File: config.mk
export PLATFORM = sky130hd
export DESIGN_NAME = pipe_hazard_ctrl_flat
export DESIGN_NICKNAME = d
export VERILOG_FILES = /design/src/rtl/pipe_hazard_if.sv /design/src/rtl/pipe_hazard_ctrl.sv /design/src/flat_wrapper.sv
export SDC_FILE = /design/constraint.sdc
export NUM_CORES = 1
export LEC_CHECK = 0
export BUFFER_PORTS_ARGS = -buffer_cell sky130_fd_sc_hd__buf_2
export CAP_MARGIN = 20
export CORE_MARGIN = 2
export CORE_UTILIZATION = 41
export CTS_BUF_LIST = sky130_fd_sc_hd__clkbuf_2 sky130_fd_sc_hd__clkbuf_4 sky130_fd_sc_hd__clkbuf_8
export DETAILED_ROUTE_END_ITERATION = 16
export PLACE_DENSITY = 0.64
export SLEW_MARGIN = 10
export SYNTH_ARGS = -nofsm -noshare
export SYNTH_HDL_FRONTEND = slang
export SYNTH_SLANG_ARGS = --single-unit
File: constraint.sdc
create_clock -name clk -period 2.3 [get_ports clk]
set_input_delay 0.115 -clock clk [delete_from_list [all_inputs] [get_ports clk]]
set_output_delay 0.115 -clock clk [all_outputs]
set_load 0.01 [all_outputs]
File: src/rtl/pipe_hazard_if.sv
// Handshake bundle between the ID stage and the hazard/pipeline-control unit.
interface pipe_hazard_if #(
  parameter int REG_ADDR_W = 4,
  parameter int CNT_W      = 16
);
  logic                  id_valid;
  logic [REG_ADDR_W-1:0] id_src1;
  logic [REG_ADDR_W-1:0] id_src2;
  logic                  id_use1;
  logic                  id_use2;
  logic [REG_ADDR_W-1:0] id_dst;
  logic                  id_wb_en;
  logic                  id_mem_read;
  logic                  branch_taken;
  logic                  mem_busy;
  logic                  freeze_if;
  logic                  freeze_id;
  logic                  bubble_id;
  logic                  flush;
  logic [1:0]            fwd_sel_a;
  logic [1:0]            fwd_sel_b;
  logic [CNT_W-1:0]      stall_cnt;

  modport master (
    output id_valid, id_src1, id_src2, id_use1, id_use2, id_dst, id_wb_en,
           id_mem_read, branch_taken, mem_busy,
    input  freeze_if, freeze_id, bubble_id, flush, fwd_sel_a, fwd_sel_b, stall_cnt
  );

  modport slave (
    input  id_valid, id_src1, id_src2, id_use1, id_use2, id_dst, id_wb_en,
           id_mem_read, branch_taken, mem_busy,
    output freeze_if, freeze_id, bubble_id, flush, fwd_sel_a, fwd_sel_b, stall_cnt
  );
endinterface

File: src/rtl/pipe_hazard_ctrl.sv
// Hazard and pipeline-control unit: scoreboard of in-flight writes, stall/flush controls.
// Optional PIPE_FWD_EN: stall only on load-use and drive registered forwarding selects.
module pipe_hazard_ctrl #(
  parameter int REG_ADDR_W       = 4,
  parameter int STAGES           = 3,
  parameter int RF_WRITE_THROUGH = 1,
  parameter int CNT_W            = 16
) (
  input  logic          clk,
  input  logic          rst,
  pipe_hazard_if.slave  hz
);

  localparam int LAST = (RF_WRITE_THROUGH != 0) ? STAGES - 2 : STAGES - 1;

  typedef struct packed {
    logic                  valid;
    logic                  wb_en;
    logic                  mem_read;
    logic [REG_ADDR_W-1:0] dst;
  } sb_entry_t;

  localparam sb_entry_t SB_EMPTY = '{valid: 1'b0, wb_en: 1'b0, mem_read: 1'b0,
                                     dst: {REG_ADDR_W{1'b0}}};

  sb_entry_t        sb_r [STAGES];
  logic             flush_pend_r;
  logic [CNT_W-1:0] stall_cnt_r;
  logic             raw_s;
  logic             hazard_s;
  logic             flush_now_s;
  logic             advance_s;
  logic             stall_s;
  logic             issue_s;
  logic             freeze_if_s;
  logic             freeze_id_s;
  logic             bubble_id_s;
  logic             flush_s;
  logic             unused_s;

  function automatic logic hit(input sb_entry_t e, input logic [REG_ADDR_W-1:0] src,
                               input logic use_f);
    return e.valid & e.wb_en & use_f & (e.dst == src);
  endfunction

  assign advance_s   = ~hz.mem_busy;
  assign flush_now_s = hz.branch_taken | flush_pend_r;
  assign stall_s     = ~hz.mem_busy & ~flush_now_s & hazard_s;
  assign issue_s     = hz.id_valid & ~stall_s & ~flush_now_s;

  // Any RAW dependence against the compared scoreboard entries.
  always_comb begin
    raw_s = 1'b0;
    for (int k = 0; k <= LAST; k++) begin
      raw_s = raw_s | hit(sb_r[k], hz.id_src1, hz.id_use1)
                    | hit(sb_r[k], hz.id_src2, hz.id_use2);
    end
  end

`ifdef PIPE_FWD_EN
  logic [1:0] fwd_a_r;
  logic [1:0] fwd_b_r;

  // Youngest producer wins: EXE/MEM register before MEM/WB register.
  function automatic logic [1:0] fwd_pick(input logic [REG_ADDR_W-1:0] src, input logic use_f);
    if (hit(sb_r[0], src, use_f)) begin
      return 2'd1;
    end else if ((LAST >= 1) && hit(sb_r[1], src, use_f)) begin
      return 2'd2;
    end else begin
      return 2'd0;
    end
  endfunction

  assign hazard_s = hz.id_valid & sb_r[0].mem_read &
                    (hit(sb_r[0], hz.id_src1, hz.id_use1) | hit(sb_r[0], hz.id_src2, hz.id_use2));

  // Forwarding selects for the instruction entering EXE.
  always_ff @(posedge clk or posedge rst) begin
    if (rst) begin
      fwd_a_r <= 2'd0;
      fwd_b_r <= 2'd0;
    end else if (advance_s) begin
      fwd_a_r <= issue_s ? fwd_pick(hz.id_src1, hz.id_use1) : 2'd0;
      fwd_b_r <= issue_s ? fwd_pick(hz.id_src2, hz.id_use2) : 2'd0;
    end
  end

  assign hz.fwd_sel_a = fwd_a_r;
  assign hz.fwd_sel_b = fwd_b_r;
`else
  assign hazard_s     = hz.id_valid & raw_s;
  assign hz.fwd_sel_a = 2'd0;
  assign hz.fwd_sel_b = 2'd0;
`endif

  // Scoreboard shift, pending-flush tracking and stall counter.
  always_ff @(posedge clk or posedge rst) begin
    if (rst) begin
      for (int k = 0; k < STAGES; k++) begin
        sb_r[k] <= SB_EMPTY;
      end
      flush_pend_r <= 1'b0;
      stall_cnt_r  <= {CNT_W{1'b0}};
    end else begin
      if (advance_s) begin
        for (int k = STAGES - 1; k > 0; k--) begin
          sb_r[k] <= sb_r[k-1];
        end
        sb_r[0] <= issue_s ? '{valid: 1'b1, wb_en: hz.id_wb_en, mem_read: hz.id_mem_read,
                               dst: hz.id_dst} : SB_EMPTY;
      end
      flush_pend_r <= hz.mem_busy ? (flush_pend_r | hz.branch_taken) : 1'b0;
      if (stall_s && (stall_cnt_r != {CNT_W{1'b1}})) begin
        stall_cnt_r <= stall_cnt_r + CNT_W'(1);
      end
    end
  end

  // Control priority: memory hold, then flush, then hazard stall.
  always_comb begin
    freeze_if_s = 1'b0;
    freeze_id_s = 1'b0;
    bubble_id_s = 1'b0;
    flush_s     = 1'b0;
    if (hz.mem_busy) begin
      freeze_if_s = 1'b1;
      freeze_id_s = 1'b1;
    end else if (flush_now_s) begin
      flush_s     = 1'b1;
      bubble_id_s = 1'b1;
    end else if (hazard_s) begin
      freeze_if_s = 1'b1;
      bubble_id_s = 1'b1;
    end else begin
      freeze_if_s = 1'b0;
    end
  end

  assign hz.freeze_if = freeze_if_s;
  assign hz.freeze_id = freeze_id_s;
  assign hz.bubble_id = bubble_id_s;
  assign hz.flush     = flush_s;
  assign hz.stall_cnt = stall_cnt_r;

  // The oldest entry and some load flags are not consumed in every configuration.
  assign unused_s = ^{sb_r[STAGES-1], raw_s, sb_r[0].mem_read};

endmodule

File: src/flat_wrapper.sv
// flat-port wrapper written by rule: the top's interface ports become plain ports
module pipe_hazard_ctrl_flat 
#(
  parameter int REG_ADDR_W       = 4,
  parameter int STAGES           = 3,
  parameter int RF_WRITE_THROUGH = 1,
  parameter int CNT_W            = 16
)
  (clk, rst, hz_id_valid, hz_id_src1, hz_id_src2, hz_id_use1, hz_id_use2, hz_id_dst, hz_id_wb_en, hz_id_mem_read, hz_branch_taken, hz_mem_busy, hz_freeze_if, hz_freeze_id, hz_bubble_id, hz_flush, hz_fwd_sel_a, hz_fwd_sel_b, hz_stall_cnt);
  pipe_hazard_if #(.REG_ADDR_W(REG_ADDR_W), .CNT_W(CNT_W)) hz_i ();
  input  logic clk;
  input  logic rst;
  input wire logic [$bits(hz_i.id_valid)-1:0] hz_id_valid;
  input wire logic [$bits(hz_i.id_src1)-1:0] hz_id_src1;
  input wire logic [$bits(hz_i.id_src2)-1:0] hz_id_src2;
  input wire logic [$bits(hz_i.id_use1)-1:0] hz_id_use1;
  input wire logic [$bits(hz_i.id_use2)-1:0] hz_id_use2;
  input wire logic [$bits(hz_i.id_dst)-1:0] hz_id_dst;
  input wire logic [$bits(hz_i.id_wb_en)-1:0] hz_id_wb_en;
  input wire logic [$bits(hz_i.id_mem_read)-1:0] hz_id_mem_read;
  input wire logic [$bits(hz_i.branch_taken)-1:0] hz_branch_taken;
  input wire logic [$bits(hz_i.mem_busy)-1:0] hz_mem_busy;
  output wire logic [$bits(hz_i.freeze_if)-1:0] hz_freeze_if;
  output wire logic [$bits(hz_i.freeze_id)-1:0] hz_freeze_id;
  output wire logic [$bits(hz_i.bubble_id)-1:0] hz_bubble_id;
  output wire logic [$bits(hz_i.flush)-1:0] hz_flush;
  output wire logic [$bits(hz_i.fwd_sel_a)-1:0] hz_fwd_sel_a;
  output wire logic [$bits(hz_i.fwd_sel_b)-1:0] hz_fwd_sel_b;
  output wire logic [$bits(hz_i.stall_cnt)-1:0] hz_stall_cnt;
  assign hz_i.id_valid = hz_id_valid;
  assign hz_i.id_src1 = hz_id_src1;
  assign hz_i.id_src2 = hz_id_src2;
  assign hz_i.id_use1 = hz_id_use1;
  assign hz_i.id_use2 = hz_id_use2;
  assign hz_i.id_dst = hz_id_dst;
  assign hz_i.id_wb_en = hz_id_wb_en;
  assign hz_i.id_mem_read = hz_id_mem_read;
  assign hz_i.branch_taken = hz_branch_taken;
  assign hz_i.mem_busy = hz_mem_busy;
  assign hz_freeze_if = hz_i.freeze_if;
  assign hz_freeze_id = hz_i.freeze_id;
  assign hz_bubble_id = hz_i.bubble_id;
  assign hz_flush = hz_i.flush;
  assign hz_fwd_sel_a = hz_i.fwd_sel_a;
  assign hz_fwd_sel_b = hz_i.fwd_sel_b;
  assign hz_stall_cnt = hz_i.stall_cnt;
  pipe_hazard_ctrl #(.REG_ADDR_W(REG_ADDR_W), .STAGES(STAGES), .RF_WRITE_THROUGH(RF_WRITE_THROUGH), .CNT_W(CNT_W)) u_core (.clk(clk), .rst(rst), .hz(hz_i));
endmodule
* Yosys cells after proc, flatten, opt, wreduce, memory -nomap -nowiden *
Index checks and enable logic that the tools add are counted.

storage, ports and cells
  register bits = 29
  input bits = 21
  logic and storage cells = 47

operators by class
  add/subtract/negate cells = 1
  equal/unequal tests = 5
  multiplexer cells = 10
  bitwise gates (word level) = 22
  reduce and logical (&&, ||, !) cells = 1

operator list
  cell                                                              count
  16-bit by 1-bit adder with 16-bit output (second input constant)  1
  4-bit == test                                                     4
  16-bit inequality test (second input constant)                    1
  1-bit bitwise AND                                                 15
  1-bit 2-to-1 mux                                                  9
  7-bit 2-to-1 mux                                                  1
  1-bit bitwise OR                                                  4
  1-bit inverter                                                    3
  1-bit logical AND                                                 1

* Depth between registers and ports, before layout *
Gate-level depths: netlist of run 1.

  depth after elaboration = 12
  depth in mapped cells = 8
  mapped depth without buffers = 6

* Worst setup path before layout of run 1 *
Ideal clock, no wire load.

  kind = register -> register
  start point = register u_core.stall_cnt_r[2], in the netlist u_core.hz.stall_cnt[2]
  end point = register u_core.stall_cnt_r[14], in the netlist u_core.hz.stall_cnt[14]
  setup time = 125 ps
  data arrival time = 1714 ps
  setup slack = 461 ps
  cell stages (with the launch flop) = 7
  clock period less this slack = 1839 ps
  path through = dfrtp_1 and4_1 and3_4 and4_1 nand2_2 nor4b_4 mux2_4

between the ends
  word-level cells in the longest chain between the ends = 2
  elaborated cells on any way between the ends = 3
  those cells by class = 1 x add/sub; 1 x eq/ne; 1 x reduce/logical

ends and longest elaborated chain
  what                                                                              RTL line                 source
  start: declaration                                                                pipe_hazard_ctrl.sv:28   logic [CNT_W-1:0] stall_cnt_r;
  start signal: assignment                                                          pipe_hazard_ctrl.sv:104  stall_cnt_r <= {CNT_W{1'b0}};
  start signal: assignment                                                          pipe_hazard_ctrl.sv:115  stall_cnt_r <= stall_cnt_r + CNT_W'(1);
  branches (longest 2 deep; another with 16-bit by 1-bit adder with 16-bit output)  n/a

Several ways; the timed one is not identified.
A chain may end at the register's enable or synchronous reset.

* Worst setup path in the final report of run 1 *
  start point = register u_core.sb_r[9] (netlist name)
  end point = output hz_bubble_id

between the ends
  word-level cells in the longest chain between the ends = 8
  elaborated cells on any way between the ends = 10
  those cells by class = 2 x eq/ne; 3 x mux; 5 x bitwise

ends and longest elaborated chain
  what                              RTL line                 source
  start: declaration                pipe_hazard_ctrl.sv:26   sb_entry_t sb_r [STAGES];
  start signal: indexed assignment  pipe_hazard_ctrl.sv:108  sb_r[k] <= sb_r[k-1];
  4-bit == test                     pipe_hazard_ctrl.sv:43   return e.valid & e.wb_en & use_f & (e.dst == src);
  1-bit bitwise AND                 pipe_hazard_ctrl.sv:43
  1-bit bitwise OR                  pipe_hazard_ctrl.sv:55   raw_s = raw_s | hit(sb_r[k], hz.id_src1, hz.id_use1)
  1-bit bitwise OR (*)              pipe_hazard_ctrl.sv:56   | hit(sb_r[k], hz.id_src2, hz.id_use2);
  1-bit bitwise AND (*)             pipe_hazard_ctrl.sv:92   assign hazard_s = hz.id_valid & raw_s;
  1-bit 2-to-1 mux (*)              pipe_hazard_ctrl.sv:132  end else if (hazard_s) begin
  1-bit 2-to-1 mux (*)              pipe_hazard_ctrl.sv:129  end else if (flush_now_s) begin
  1-bit 2-to-1 mux (*)              pipe_hazard_ctrl.sv:126  if (hz.mem_busy) begin
  end: declaration                  flat_wrapper.sv:25       output wire logic [$bits(hz_i.bubble_id)-1:0] hz_bubble_id;

Every way passes the cells marked *; elsewhere a longest branch is shown, timed or not.

==> results_dict.tcl, run 1 <==
set metrics [dict create \
    cp-startpoint "u_core.sb_r[9]" \
    clk_path_buf_depth 2 \
    dr_total_vias 1258 \
    yosys-top-cells-area "dfrtp_1 (45%), xnor2_1 (13%), mux2_2 (4.9%)" \
    hpwl_um 2600 \
    tns_ns 0 \
    clock-skew-final_ns 0.00996 \
    rsz0062_at_grt "no" \
    crit_type "reg -> out" \
    routed_wl_um 3390 \
    yosys-top-cells-count "dfrtp_1 (29), xnor2_1 (23), nand3_1 (14)" \
    nets 213 \
    yosysUniqueCellTypes 35 \
    grt.overflow.total 0 \
    slowest_delay_ns 0.42 \
    drive_gt1_share_pct 33.3 \
    arrival_ns 2.04 \
    post_cts_buffers 0 \
    slowest_stage "dfrtp_1" \
    cts.reportedPaths.clkPinSlew_ns 0.06 \
    clock-sinks 29 \
    ys_ff_latch 29 \
    slew_viol_final 0 \
    hold_viol 0 \
    hold_path.startpoint "hz_id_dst[1]" \
    die_area_um2 4430 \
    min_to "u_core.sb_r[15]" \
    reg2reg_to "u_core.hz.stall_cnt[1]" \
    synthCells 148 \
    rr_worst_depth 6 \
    p_leak_nw 0.951 \
    finalCritPeriodShare_pct 93.6 \
    p_per_area_nw_per_um2 568 \
    post_cts_resize_count 0 \
    r2r-start "u_core.hz.stall_cnt[2]" \
    io_buffer_count 39 \
    fmax_mhz 464 \
    synth-edff-count 0 \
    die_w_um 66.6 \
    rrSetupSlack_ns 0.32 \
    ant_nets 0 \
    drc_errors 0 \
    post-route-min-period_ns 2.15 \
    cp-end-kind "output pin" \
    cp_max_fo 17 \
    max-cap-violations 0 \
    yosysMostFrequentCell "dfrtp_1" \
    clock_latency_ns 0.29 \
    wl_per_cell_um 14.1 \
    worstPathRequired_ns 2.18 \
    dr.pass1.iters 4 \
    die_height_um 66.6 \
    grt_pass1_vias 1266 \
    outcome "complete, no violations" \
    cts.htree.levels 2 \
    synth_area_per_cell_um2 10.8 \
    ios 45 \
    yosysWarnings 0 \
    drt_iter0_drc 30 \
    netlist_area_um2 1610 \
    cts-root-buf "clkbuf_8" \
    synth_top_area_share_pct 45.2 \
    place_inst 231 \
    cts_buffers 5 \
    grt_max_degree 30 \
    ys.flop_type "dfrtp_1" \
    grt_pass1_wl_um 5750 \
    startpoint_type "flip-flop" \
    synth_top_area_cell "dfrtp_1" \
    path_cells "xnor2_1 -> nand3_1 -> o22ai_1 -> or3_1 -> buf_4 -> a31o_2 -> buf_2" \
    final-instance-count-excl-fill 240 \
    ir_worst_vdd_mv 0.370 \
    place_congestion 0.797 \
    ctsHoldBuffers 1 \
    ys_seq_area_share_pct 45.2 \
    diodes 0 \
    start_util_pct 43.2 \
    syn_to_final_growth_pct 20.7 \
    grt.total_usage_pct 18.0 \
    async_reset_ff_share_pct 100 \
    fp-row-count 22 \
    finalSetupViolCount 0 \
    hold_path.class "in -> reg" \
    cts_tree "built" \
    vias_per_cell 5.24 \
    antenna_found_initial 0 \
    hold_path_depth 2 \
    coreArea_um2 3720 \
]
==> power by group <==
part	internal (W)	leakage, nW	switching (W)	total (W)
clock	0.000270	0.0542	0.000191	0.000461
sequential	0.000524	0.399	0.0000150	0.000539
combinational	0.0000480	0.497	0.0000526	0.000101
total	0.000842	0.951	0.000258	0.00110
==> layer usage <==
layer | vias to the layer above | GRT usage, % | part of all wire (%)
li1 | 602 | - | -
met1 | 620 | 22.0 | 44
met2 | 30 | 28.7 | 48
met3 | 6 | 5.74 | 5.2
met4 | 0 | 8.42 | 1.9
met5 | - | 0 | 0
==> metrics by stage <==
step | util [%] | total power (W) | setup slack, ns | area [um2] | hold slack, ns
2_1_floorplan | - | 0.000612 | 0.461 | 1620 | 0.193
3_3_place_gp | 49.1 | 0.000644 | 0.367 | 1830 | 0.198
3_5_place_dp | 49.1 | 0.000649 | 0.332 | 1830 | 0.205
4_1_cts | 52.1 | 0.00112 | 0.130 | 1940 | 0.0433
5_1_grt | 52.1 | 0.00115 | 0.0713 | 1940 | 0.0465
6_report | 52.1 | 0.00110 | 0.147 | 1940 | 0.0501
==> logic make-up after synthesis <==
family,after synthesis,synth area share (%)
AO/OA/AOI/OAI,8,4.13
XOR/XNOR,30,16.4
adder cells (fa/ha/maj),1,0.779
buffers and inverters,13,4.99
flip-flops,29,45.2
multiplexers,8,5.85
other,1,0.234
AND/OR/NAND/NOR,58,22.4
==> worst max-delay path: cells and delay by family (launching register included) <==
family                 cells  cell delay [ns]
flip-flops                 1             0.42
AO/OA/AOI/OAI              2             0.33
XOR/XNOR                   1             0.14
AND/OR/NAND/NOR            2             0.50
buffers and inverters      2             0.35
==> final cells by class <==
cell class / instances / area (um2)
inverter: 3 / 11.3
clock buffer: 7 / 96.3
fill: 356 / 1780
timing repair buffer: 43 / 228
tap: 48 / 60.1
multi-input combinational: 109 / 811
clock inverter: 1 / 5.00
sequential: 29 / 726
==> registers in the layout (all words and copies together) (netlist names) <==
signal / cells
u_core.sb_r: 12
u_core.hz.stall_cnt: 16
u_core.flush_pend_r: 1
==> layout by cell type, fill, tap and decap left out, types with 2 or more instances in the layout <==
cell / Yosys / final
xor2_1: 7 / 7
mux2_2: 7 / 7
and3_1: 3 / 3
nor4_1: 2 / 2
clkbuf_8: 0 / 7
a22o_1: 5 / 5
buf_2: 1 / 39
xnor2_1: 23 / 23
nand4b_1: 2 / 2
nor2_1: 6 / 6
nand4_1: 10 / 10
inv_1: 3 / 3
buf_4: 6 / 3
conb_1: 1 / 4
nand3_1: 14 / 14
dfrtp_1: 29 / 29
nand2_1: 4 / 4
and2_1: 2 / 2
and4_1: 4 / 4
nor3_1: 2 / 2
==> how the worst max path moves through the flow <==
stage / slack, ns / cells after the start / to
finish: 0.15 / 7 / hz_bubble_id
global placement: 0.37 / 7 / u_core.hz.stall_cnt[14]
detailed placement: 0.33 / 6 / u_core.hz.stall_cnt[1]
CTS: 0.13 / 7 / hz_bubble_id
global route: 0.07 / 7 / hz_bubble_id
floorplan: 0.46 / 6 / u_core.hz.stall_cnt[14]
Note: power is estimated with default switching activity, not from simulation.
==> run 2: changes to the inputs <==
- CORE_MARGIN: 2 -> 5
==> run 2 against run 1 <==
  * Clock skew up 0.0011 ns
  * Combinational power about the same
  * Die area up 19%
  * Design area down 0.78%
  * Register-to-register slack worse by 0.07 ns
  * Global-route usage down 3.0 points
  * Via count down 0.72%
  * Maximum frequency down 0.51%
  * Power down 4.1%
  * Utilization down 0.40 points
  * Sequential cell count unchanged
  * Highest routed layer unchanged
==> results_dict.tcl, run 2 (synthesis results as in run 1) <==
set metrics [dict create \
    vias_per_cell 5.20 \
    largest_reg_flops 16 \
    final_cell_mix "buf_2 (39), dfrtp_1 (29), xnor2_1 (23)" \
    clock_latency_ns 0.29 \
    routed_wl_um 3610 \
    cp_max_fo 11 \
    arrival_ns 2.05 \
    cts.reportedPaths.clkPinSlew_ns 0.07 \
    grt.overflow.total 0 \
    p_per_area_nw_per_um2 549 \
    final_common_cell "buf_2" \
    ios 45 \
    clk_path_buf_depth 2 \
    nets 213 \
    cts_buffers 5 \
    hpwl_um 2640 \
    dr.pass1.iters 5 \
    place_inst 231 \
    hold_viol 0 \
    cts_tree "built" \
    post_cts_resize_count 0 \
    fmax_mhz 462 \
    syn_to_final_growth_pct 19.7 \
    slowest_stage "or3_1" \
    p_leak_nw 0.945 \
    rsz0062_at_grt "no" \
    grt.total_usage_pct 15.0 \
    grt_max_degree 30 \
    final_area_um2 1920 \
    startpoint_type "flip-flop" \
    final-instance-count-excl-fill 240 \
    clock-sinks 29 \
    die_w_um 72.6 \
    cp-end-kind "output pin" \
    post_cts_buffers 0 \
    max-cap-violations 0 \
    drive_gt1_share_pct 33.3 \
    ir_worst_vdd_mv 0.284 \
    finalSetupViolCount 0 \
    path_buf_inv 1 \
    drt_iter0_drc 28 \
    worstPathRequired_ns 2.18 \
    slowest_delay_ns 0.57 \
    finalCritPeriodShare_pct 94.1 \
    diodes 0 \
    slew_viol_final 0 \
    cts.htree.levels 2 \
    hold_path.class "in -> reg" \
    dr_total_vias 1249 \
    fp-row-count 22 \
    drc_errors 0 \
    clock-skew-final_ns 0.0110 \
    io_buffer_count 39 \
    grt_pass1_wl_um 6050 \
    coreArea_um2 3720 \
    tns_ns 0 \
    antenna_found_initial 0 \
    fill_cells 340 \
    start_util_pct 43.2 \
    crit_family "simple AND/OR/NAND/NOR gates" \
    ctsHoldBuffers 1 \
    place_area_um2 1830 \
    post-route-min-period_ns 2.16 \
    crit_type "reg -> out" \
    ant_nets 0 \
    place_congestion 0.834 \
    grt_pass1_vias 1307 \
    wl_per_cell_um 15.1 \
    cts-root-buf "clkbuf_8" \
    path_cells "xnor2_1 -> nand3_1 -> o22ai_1 -> or3_1 -> a31o_2 -> buf_2" \
    die_area_um2 5270 \
    die_height_um 72.6 \
    outcome "complete, no violations" \
]
-- run 2: cell count changes in the layout (fill, tap and decap cells not counted) --
| cell | delta |
|---|---|
| clkbuf_4 | +1 |
| clkinv_2 | +1 |
| clkbuf_8 | -2 |
-- run 2: power by group --
part | internal, W | switching [W] | total (W)
clock network | 0.000221 | 0.000194 | 0.000415
logic | 0.0000480 | 0.0000536 | 0.000102
registers | 0.000524 | 0.0000151 | 0.000539
-- run 2: layer usage --
metal,vias to the layer above,global-route usage (%),share of wire (%)
met2,38,22.8,48
li1,598,-,-
met4,0,6.76,2.0
met5,-,0,0
met1,607,19.2,43
met3,6,4.96,6.7
-- run 2: final timing paths --
| kind | from | end | cells past startpoint | slack, ns |
|---|---|---|---|---|
| worst max-delay path | u_core.sb_r[7] | hz_bubble_id | 6 | 0.14 |
| worst min-delay path | hz_id_dst[1] | u_core.sb_r[15] | 2 | 0.04 |
| worst max register to register | u_core.sb_r[16] | u_core.hz.stall_cnt[14] | 6 | 0.25 |
| worst min register to register | u_core.hz.stall_cnt[7] | u_core.hz.stall_cnt[7] | 1 | 0.49 |
| max in group asynchronous | rst | u_core.flush_pend_r | 4 | 1.58 |
| min in group asynchronous | rst | u_core.sb_r[15] | 4 | 0.44 |
-- run 2: worst reg2reg max path, delay by kind of cell (launching register included) --
| kind | cells | cell delay [ns] |
|---|---|---|
| xor gates and xnor gates | 1 | 0.18 |
| DFF | 1 | 0.43 |
| and+or+nand+nor | 4 | 1.02 |
| muxes | 1 | 0.32 |
-- run 2: metrics by stage --
| stage | utilization [%] | power, W | setup slack (ns) | hold slack, ns |
|---|---|---|---|---|
| after global routing | 51.7 | 0.00110 | 0.0222 | 0.0530 |
| after detailed placement | 49.1 | 0.000650 | 0.260 | 0.210 |
| final | 51.7 | 0.00106 | 0.136 | 0.0435 |
| after floorplan | - | 0.000612 | 0.461 | 0.193 |
| after global placement | 49.1 | 0.000644 | 0.311 | 0.198 |
| after CTS | 51.7 | 0.00107 | 0.116 | 0.0300 |
-- run 2: layout make-up --
type	count	area, um2	area share (%)
Sequential cell	29	726	37.8
Multi-Input combinational cell	109	811	42.2
Clock inverter	2	10.0	0.521
Tap cell	48	60.1	3.13
Inverter	3	11.3	0.586
Timing Repair Buffer	43	228	11.8
Clock buffer	6	76.3	3.97
